## src/rtl/mem_port_arbiter_if.sv

```systemverilog
// Bundle of the two requester ports and the memory port around mem_port_arbiter.
// The arbiter takes the slave view; requesters and the memory take the master view.
interface mem_port_arbiter_if #(
    parameter int ADDR_W = 16,
    parameter int DATA_W = 16
);
    logic              cpu_req;
    logic              cpu_we;
    logic [ADDR_W-1:0] cpu_addr;
    logic [DATA_W-1:0] cpu_wdata;
    logic              cpu_ack;
    logic              cpu_err;
    logic [DATA_W-1:0] cpu_rdata;

    logic              dbg_req;
    logic              dbg_we;
    logic [ADDR_W-1:0] dbg_addr;
    logic [DATA_W-1:0] dbg_wdata;
    logic              dbg_ack;
    logic              dbg_err;
    logic [DATA_W-1:0] dbg_rdata;

    logic              mem_req;
    logic              mem_we;
    logic [ADDR_W-1:0] mem_addr;
    logic [DATA_W-1:0] mem_wdata;
    logic [DATA_W-1:0] mem_rdata;
    logic              mem_ready;

    logic              owner;
    logic              busy;

    modport slave (
        input  cpu_req, cpu_we, cpu_addr, cpu_wdata,
        output cpu_ack, cpu_err, cpu_rdata,
        input  dbg_req, dbg_we, dbg_addr, dbg_wdata,
        output dbg_ack, dbg_err, dbg_rdata,
        output mem_req, mem_we, mem_addr, mem_wdata,
        input  mem_rdata, mem_ready,
        output owner, busy
    );

    modport master (
        output cpu_req, cpu_we, cpu_addr, cpu_wdata,
        input  cpu_ack, cpu_err, cpu_rdata,
        output dbg_req, dbg_we, dbg_addr, dbg_wdata,
        input  dbg_ack, dbg_err, dbg_rdata,
        input  mem_req, mem_we, mem_addr, mem_wdata,
        output mem_rdata, mem_ready,
        input  owner, busy
    );
endinterface

```

## src/rtl/mem_port_arbiter.sv

```systemverilog
// Round-robin arbiter sharing one single-port memory between the CPU and a
// debug/DMA port: one transaction in flight, wait states, watchdog abort.
module mem_port_arbiter #(
    parameter int ADDR_W  = 16,
    parameter int DATA_W  = 16,
    parameter int TIMEOUT = 15
) (
    input  logic                clk,
    input  logic                rst,
    mem_port_arbiter_if.slave   bus
);
    typedef enum logic [1:0] {
        IDLE = 2'd0,
        BUSY = 2'd1,
        DONE = 2'd2
    } state_t;

    state_t            state_q, state_d;
    logic              last_grant_q, last_grant_d;
    logic              owner_q, owner_d;
    logic              we_q, we_d;
    logic [ADDR_W-1:0] addr_q, addr_d;
    logic [DATA_W-1:0] wdata_q, wdata_d;
    logic              mem_req_q, mem_req_d;
    logic [7:0]        cnt_q, cnt_d;
    logic              cpu_ack_q, cpu_ack_d;
    logic              cpu_err_q, cpu_err_d;
    logic [DATA_W-1:0] cpu_rdata_q, cpu_rdata_d;
    logic              dbg_ack_q, dbg_ack_d;
    logic              dbg_err_q, dbg_err_d;
    logic [DATA_W-1:0] dbg_rdata_q, dbg_rdata_d;

    logic              win;
    logic              timed_out;
    logic [DATA_W-1:0] result;

    always_comb begin
        state_d      = state_q;
        last_grant_d = last_grant_q;
        owner_d      = owner_q;
        we_d         = we_q;
        addr_d       = addr_q;
        wdata_d      = wdata_q;
        mem_req_d    = mem_req_q;
        cnt_d        = cnt_q;
        cpu_ack_d    = 1'b0;
        cpu_err_d    = cpu_err_q;
        cpu_rdata_d  = cpu_rdata_q;
        dbg_ack_d    = 1'b0;
        dbg_err_d    = dbg_err_q;
        dbg_rdata_d  = dbg_rdata_q;
        win          = 1'b0;
        timed_out    = 1'b0;
        result       = '0;

        unique case (state_q)
            IDLE: begin
                if (bus.cpu_req || bus.dbg_req) begin
                    // On a tie the requester served last time yields.
                    win       = (bus.cpu_req && bus.dbg_req) ? ~last_grant_q : bus.dbg_req;
                    owner_d   = win;
                    we_d      = win ? bus.dbg_we    : bus.cpu_we;
                    addr_d    = win ? bus.dbg_addr  : bus.cpu_addr;
                    wdata_d   = win ? bus.dbg_wdata : bus.cpu_wdata;
                    cnt_d     = '0;
                    mem_req_d = 1'b1;
                    state_d   = BUSY;
                end
            end
            BUSY: begin
                // Ready wins over the watchdog when both land on the same cycle.
                if (bus.mem_ready || cnt_q == 8'(TIMEOUT - 1)) begin
                    timed_out = ~bus.mem_ready;
                    mem_req_d = 1'b0;
                    state_d   = DONE;
                    if (owner_q) begin
                        result      = we_q ? dbg_rdata_q : bus.mem_rdata;
                        dbg_ack_d   = 1'b1;
                        dbg_err_d   = timed_out;
                        dbg_rdata_d = timed_out ? '0 : result;
                    end else begin
                        result      = we_q ? cpu_rdata_q : bus.mem_rdata;
                        cpu_ack_d   = 1'b1;
                        cpu_err_d   = timed_out;
                        cpu_rdata_d = timed_out ? '0 : result;
                    end
                end else begin
                    cnt_d = cnt_q + 8'd1;
                end
            end
            DONE: begin
                last_grant_d = owner_q;
                state_d      = IDLE;
            end
            default: state_d = IDLE;
        endcase
    end

    always_ff @(posedge clk) begin
        if (rst) begin
            state_q      <= IDLE;
            last_grant_q <= 1'b1;
            owner_q      <= 1'b0;
            we_q         <= 1'b0;
            addr_q       <= '0;
            wdata_q      <= '0;
            mem_req_q    <= 1'b0;
            cnt_q        <= '0;
            cpu_ack_q    <= 1'b0;
            cpu_err_q    <= 1'b0;
            cpu_rdata_q  <= '0;
            dbg_ack_q    <= 1'b0;
            dbg_err_q    <= 1'b0;
            dbg_rdata_q  <= '0;
        end else begin
            state_q      <= state_d;
            last_grant_q <= last_grant_d;
            owner_q      <= owner_d;
            we_q         <= we_d;
            addr_q       <= addr_d;
            wdata_q      <= wdata_d;
            mem_req_q    <= mem_req_d;
            cnt_q        <= cnt_d;
            cpu_ack_q    <= cpu_ack_d;
            cpu_err_q    <= cpu_err_d;
            cpu_rdata_q  <= cpu_rdata_d;
            dbg_ack_q    <= dbg_ack_d;
            dbg_err_q    <= dbg_err_d;
            dbg_rdata_q  <= dbg_rdata_d;
        end
    end

    assign bus.mem_req   = mem_req_q;
    assign bus.mem_we    = we_q;
    assign bus.mem_addr  = addr_q;
    assign bus.mem_wdata = wdata_q;
    assign bus.owner     = owner_q;
    assign bus.busy      = (state_q != IDLE);
    assign bus.cpu_ack   = cpu_ack_q;
    assign bus.cpu_err   = cpu_err_q;
    assign bus.cpu_rdata = cpu_rdata_q;
    assign bus.dbg_ack   = dbg_ack_q;
    assign bus.dbg_err   = dbg_err_q;
    assign bus.dbg_rdata = dbg_rdata_q;
endmodule

```

## src/flat_wrapper.sv

```systemverilog
// flat-port wrapper written by rule: the top's interface ports become plain ports
module mem_port_arbiter_flat 
#(
    parameter int ADDR_W  = 16,
    parameter int DATA_W  = 16,
    parameter int TIMEOUT = 15
)
  (clk, rst, bus_cpu_req, bus_cpu_we, bus_cpu_addr, bus_cpu_wdata, bus_cpu_ack, bus_cpu_err, bus_cpu_rdata, bus_dbg_req, bus_dbg_we, bus_dbg_addr, bus_dbg_wdata, bus_dbg_ack, bus_dbg_err, bus_dbg_rdata, bus_mem_req, bus_mem_we, bus_mem_addr, bus_mem_wdata, bus_mem_rdata, bus_mem_ready, bus_owner, bus_busy);
  mem_port_arbiter_if #(.ADDR_W(ADDR_W), .DATA_W(DATA_W)) bus_i ();
  input  logic clk;
  input  logic rst;
  input wire logic [$bits(bus_i.cpu_req)-1:0] bus_cpu_req;
  input wire logic [$bits(bus_i.cpu_we)-1:0] bus_cpu_we;
  input wire logic [$bits(bus_i.cpu_addr)-1:0] bus_cpu_addr;
  input wire logic [$bits(bus_i.cpu_wdata)-1:0] bus_cpu_wdata;
  output wire logic [$bits(bus_i.cpu_ack)-1:0] bus_cpu_ack;
  output wire logic [$bits(bus_i.cpu_err)-1:0] bus_cpu_err;
  output wire logic [$bits(bus_i.cpu_rdata)-1:0] bus_cpu_rdata;
  input wire logic [$bits(bus_i.dbg_req)-1:0] bus_dbg_req;
  input wire logic [$bits(bus_i.dbg_we)-1:0] bus_dbg_we;
  input wire logic [$bits(bus_i.dbg_addr)-1:0] bus_dbg_addr;
  input wire logic [$bits(bus_i.dbg_wdata)-1:0] bus_dbg_wdata;
  output wire logic [$bits(bus_i.dbg_ack)-1:0] bus_dbg_ack;
  output wire logic [$bits(bus_i.dbg_err)-1:0] bus_dbg_err;
  output wire logic [$bits(bus_i.dbg_rdata)-1:0] bus_dbg_rdata;
  output wire logic [$bits(bus_i.mem_req)-1:0] bus_mem_req;
  output wire logic [$bits(bus_i.mem_we)-1:0] bus_mem_we;
  output wire logic [$bits(bus_i.mem_addr)-1:0] bus_mem_addr;
  output wire logic [$bits(bus_i.mem_wdata)-1:0] bus_mem_wdata;
  input wire logic [$bits(bus_i.mem_rdata)-1:0] bus_mem_rdata;
  input wire logic [$bits(bus_i.mem_ready)-1:0] bus_mem_ready;
  output wire logic [$bits(bus_i.owner)-1:0] bus_owner;
  output wire logic [$bits(bus_i.busy)-1:0] bus_busy;
  assign bus_i.cpu_req = bus_cpu_req;
  assign bus_i.cpu_we = bus_cpu_we;
  assign bus_i.cpu_addr = bus_cpu_addr;
  assign bus_i.cpu_wdata = bus_cpu_wdata;
  assign bus_cpu_ack = bus_i.cpu_ack;
  assign bus_cpu_err = bus_i.cpu_err;
  assign bus_cpu_rdata = bus_i.cpu_rdata;
  assign bus_i.dbg_req = bus_dbg_req;
  assign bus_i.dbg_we = bus_dbg_we;
  assign bus_i.dbg_addr = bus_dbg_addr;
  assign bus_i.dbg_wdata = bus_dbg_wdata;
  assign bus_dbg_ack = bus_i.dbg_ack;
  assign bus_dbg_err = bus_i.dbg_err;
  assign bus_dbg_rdata = bus_i.dbg_rdata;
  assign bus_mem_req = bus_i.mem_req;
  assign bus_mem_we = bus_i.mem_we;
  assign bus_mem_addr = bus_i.mem_addr;
  assign bus_mem_wdata = bus_i.mem_wdata;
  assign bus_i.mem_rdata = bus_mem_rdata;
  assign bus_i.mem_ready = bus_mem_ready;
  assign bus_owner = bus_i.owner;
  assign bus_busy = bus_i.busy;
  mem_port_arbiter #(.ADDR_W(ADDR_W), .DATA_W(DATA_W), .TIMEOUT(TIMEOUT)) u_core (.clk(clk), .rst(rst), .bus(bus_i));
endmodule
```

## config.mk

```make
export PLATFORM = sky130hd
export DESIGN_NAME = mem_port_arbiter_flat
export DESIGN_NICKNAME = d
export VERILOG_FILES = /design/src/rtl/mem_port_arbiter_if.sv /design/src/rtl/mem_port_arbiter.sv /design/src/flat_wrapper.sv
export SDC_FILE = /design/constraint.sdc
export NUM_CORES = 1
export LEC_CHECK = 0
export ABC_AREA = 1
export CAP_MARGIN = 20
export CORE_MARGIN = 2
export CORE_UTILIZATION = 42
export CTS_CLUSTER_DIAMETER = 120
export DETAILED_ROUTE_END_ITERATION = 7
export PLACE_DENSITY_LB_ADDON = 0.2
export SLEW_MARGIN = 25
export SYNTH_ARGS = -nofsm -noshare
export SYNTH_HDL_FRONTEND = slang
export SYNTH_SLANG_ARGS = --single-unit
```

## constraint.sdc

```tcl
create_clock -name clk -period 1.8 [get_ports clk]
set_clock_uncertainty 0.2 [all_clocks]
set_input_delay 0.18 -clock clk [delete_from_list [all_inputs] [get_ports clk]]
set_output_delay 0.18 -clock clk [all_outputs]
set_load 0.1 [all_outputs]
```

==> results.md <==
- The run finished with clean final reports.
- The post-detailed-route count of antenna-violating nets is 0.
- Of all nets on the critical path, the largest fanout is 17.
- The clock input transition at the sequential cells of the worst setup and hold paths is 0.09 ns.
- The highest cell delay on the worst timing path is 0.33 ns.
- The sequential power share is 37.6%.
- The die outline area is 0.00936 sq mm.
- The number of hold violations in the final report is 0.
- For this run, the post-layout net count is 761.
- In this run the horizontal extent of the chip is 96.8 um.
- The site row count is 33.
- Summing all placed instances gives a cell area of 0.00608 sq mm.
- The detailed-route vias per instance is 5.00.
- The clock reaches the later pin of the worst-skew pair after 0.35 ns.
- After layout, the minimum clock period comes to 1.71 ns.
- The TritonCTS buffer count is 9.
- Counting flops and latches in the post-synthesis netlist gives 82.
- The number of antenna diodes in the final layout is 0.
- The post-place setup slack is -0.0521 ns.
- The clock net in this run drives a total of 82 sinks.
- During placement, the flow inserted port buffers numbering 158.
- The critical path goes through inv_2 > ha_1 > nand2_1 > nor2_2 > nand2_2 > nand2_4 > nand3_4 > buf_12 > a21oi_1 > nor2_1.
- The maximum count of clock buffers along a single path is 2.
- The aggregate global routing overflow is 0.
- The I/O pin count is 159.
- Across the VDD grid, the largest voltage drop is 546 uV.
- The tree is rooted in a sky130_fd_sc_hd__clkbuf_8.
- The power per unit of standard cell area is 875 mW/mm^2.
- The slowest cell on the critical path is sky130_fd_sc_hd__dfxtp_2.
- The level count of the clock H-tree is 3.
- The effective utilization at floorplan is 43.8%.
- The finished layout cell area is 0.00635 sq mm.
- The cell area after technology mapping is 0.00361 sq mm.
- The cell-internal power is 3.39 mW.
- The data arrival time of the critical path is 1.76 ns.
- Per report_power, the clock group accounts for 24.5% of the total.
- The number of nets handed over by synthesis was 605.
- The via total after detailed routing is 3909.
- TritonCTS built the clock tree.
- The max-capacitance violation count is 0.
- Once routing completed, OpenROAD measured the worst setup slack at 0.0889 ns.
- The worst slew slack as a fraction of its limit is 75.4%.
- Static timing analysis puts the maximum clock frequency at 0.584 GHz.
- A synthesized cell averages 7.00 sq um.
- At the end of routability-driven placement, the weighted congestion stood at 0.783.
- The area growth from synthesis to layout is 75.7%.
- The commonest non-fill, non-tap cell in the layout is sky130_fd_sc_hd__nand2_1.
- After synthesis, the netlist uses 26 different library cells.
- The ratio of cells with drive above 1 in the final layout is 19.5%.
- The register area share after synthesis is 45.4%.
- Summed over all layers, the routed wires come to 10.6 mm.
- The die extent in y is 96.8 um.
- The analysis attributes to net switching a power of 2.17 mW.
- The region available for standard cell placement spans 0.00826 sq mm.
- The worst setup path is captured at a register.
- The number of antenna violations at the first check in global routing is 0.
- Dividing the final minimum period by the clock period gives 95.1%.
- Net switching is 39.0% of the power.
- The post-synthesis cell count is 516.
- The type of the worst setup path is reg -> reg.
- The library cells used most frequently in the layout, excluding fill and tap cells, are 162 x sky130_fd_sc_hd__nand2_1, 86 x sky130_fd_sc_hd__clkdlybuf4s50_1, 79 x sky130_fd_sc_hd__dfxtp_1, 77 x sky130_fd_sc_hd__buf_12, 50 x sky130_fd_sc_hd__nor2_1.
- The logic gate share of total power is 37.9%.
- The routed wire length per instance is 13.5 um.
- At the pin with the least slew margin, the transition time is 0.369 ns.
- The worst hold-check path type is in -> reg.
- The hold buffer count at cts is 0.
- For this run, the total global-route usage over all layers was measured as 22.2%.
- The detailed router finished its first iteration with 184 violations.
- The largest net degree at the start of global routing is 66.
- The remaining routing DRC violations is 0.
- The number of failing setup endpoints in the final timing report is 0.
- The critical path data required time is 1.85 ns.
- For this run, the detailed router's first-pass iteration total came to 4.
- For this run, the number of Yosys warnings is 0.
- The analysis attributes to cell leakage a power of 2.69 nW.
- The final count of pins violating max slew is 0.
- The post-detailed-placement half-perimeter wirelength is 7.76 mm.
- The startpoint kind of the worst setup timing path is a register.
- The global-route wire length before repair is 17.2 mm.
- The sum of internal, switching and leakage power is 5.55 mW.
- The via count of the first global-routing pass is 3594.
==> per-stage QoR <==
step                      util [%]  TNS [ns]  hold slack [ns]  std cells
after floorplan                  -         0           0.0491        516
after global placement        73.6         0            0.286        763
after detailed placement      73.6    -0.654            0.301        763
after CTS                     76.3         0            0.172        780
after global routing          76.9  -0.00428            0.185        782
final                         76.9         0            0.186        782
==> metal layers <==
layer  GRT usage (%)  part of all wire (%)  up-vias  routed length (um)
met5               0                     0        -                   0
met4            7.04                   1.3        0                 138
met3            7.01                   8.6       12                 909
met2            38.4                    50      147                5270
met1            26.2                    40     1773                4230
li1                -                     -     1977                   -
==> final timing paths <==
check | start | endpoint | slack (ns) | depth (start not counted)
hold / removal | bus_dbg_wdata[10] | u_core.bus.mem_wdata[10] | 0.19 | 3
hold reg to reg | u_core.cnt_q[4] | u_core.cnt_q[4] | 0.31 | 2
setup / recovery | u_core.cnt_q[0] | u_core.bus.dbg_rdata[15] | 0.09 | 10
setup reg to reg | u_core.cnt_q[0] | u_core.bus.dbg_rdata[15] | 0.09 | 10
==> worst max-delay path: cells and delay by family (launching register included) <==
kind | cells | cell delay [ns]
and+or+nand+nor | 6 | 0.59
DFF | 1 | 0.33
AOI/OAI and AO/OA | 1 | 0.13
adders and majority gates | 1 | 0.14
buffers and inverters | 2 | 0.24
==> logic make-up after synthesis <==
| kind of cell | after synthesis | share of synthesized area, % |
|---|---|---|
| AOI/OAI and AO/OA | 113 | 17.0 |
| buffers and inverters | 79 | 9.31 |
| adders and majority gates | 2 | 0.692 |
| xor gates and xnor gates | 1 | 0.242 |
| and+or+nand+nor | 239 | 27.4 |
| DFF | 82 | 45.4 |
==> state kept, by name, indices dropped and copies added (netlist names) <==
| signal | flops |
|---|---|
| u_core.bus.cpu_ack | 1 |
| u_core.bus.cpu_err | 1 |
| u_core.bus.cpu_rdata | 16 |
| u_core.bus.dbg_ack | 1 |
| u_core.bus.dbg_err | 1 |
| u_core.bus.dbg_rdata | 16 |
| u_core.bus.mem_addr | 16 |
| u_core.bus.mem_req | 1 |
| u_core.bus.mem_wdata | 16 |
| u_core.bus.mem_we | 1 |
| u_core.bus.owner | 1 |
| u_core.cnt_q | 8 |
| u_core.last_grant_q | 1 |
| u_core.state_q | 2 |
==> power by group through the flow <==
stage / logic, mW / registers [mW] / clock network [mW]
after global placement: 2.07 / 2.12 / 0
after CTS: 2.10 / 2.09 / 1.38
after floorplan: 0.382 / 2.93 / 0
after detailed placement: 2.09 / 2.13 / 0
final: 2.10 / 2.09 / 1.36
after global routing: 2.20 / 2.10 / 1.45
==> Yosys cell counts (all sizes together) <==
cell	n	area, sq um
o21bai	1	7.51
dfxtp	82	1640
xnor2	1	8.76
ha	2	25.0
clkinv	1	3.75
nor3b	2	15.0
buf	12	85.1
nand2	166	633
a31oi	33	206
a21oi	43	215
inv	47	176
nor2	53	218
nand4	2	12.5
nand3	16	110
o21ai	35	175
clkbuf	19	71.3
o311ai	1	8.76
==> layout make-up <==
type                    instances  area, sq um
clock buffers                   9          124
clock inverters                 7         76.3
fillers                       566         1910
inverters                      48          180
multi-input cells             357         1710
flip-flops and latches         82         1650
well taps                     105          131
repair buffers                174         2480
==> what timing repair did <==
item,4_1_cts,5_1_grt
endpoints found under the setup margin,14,33
resized for setup,1,11
pin swaps,0,6
gates cloned,1,1
hold endpoints to repair,0,0
buffers inserted,0,1
No activity file was read; power rests on OpenSTA's default activity.
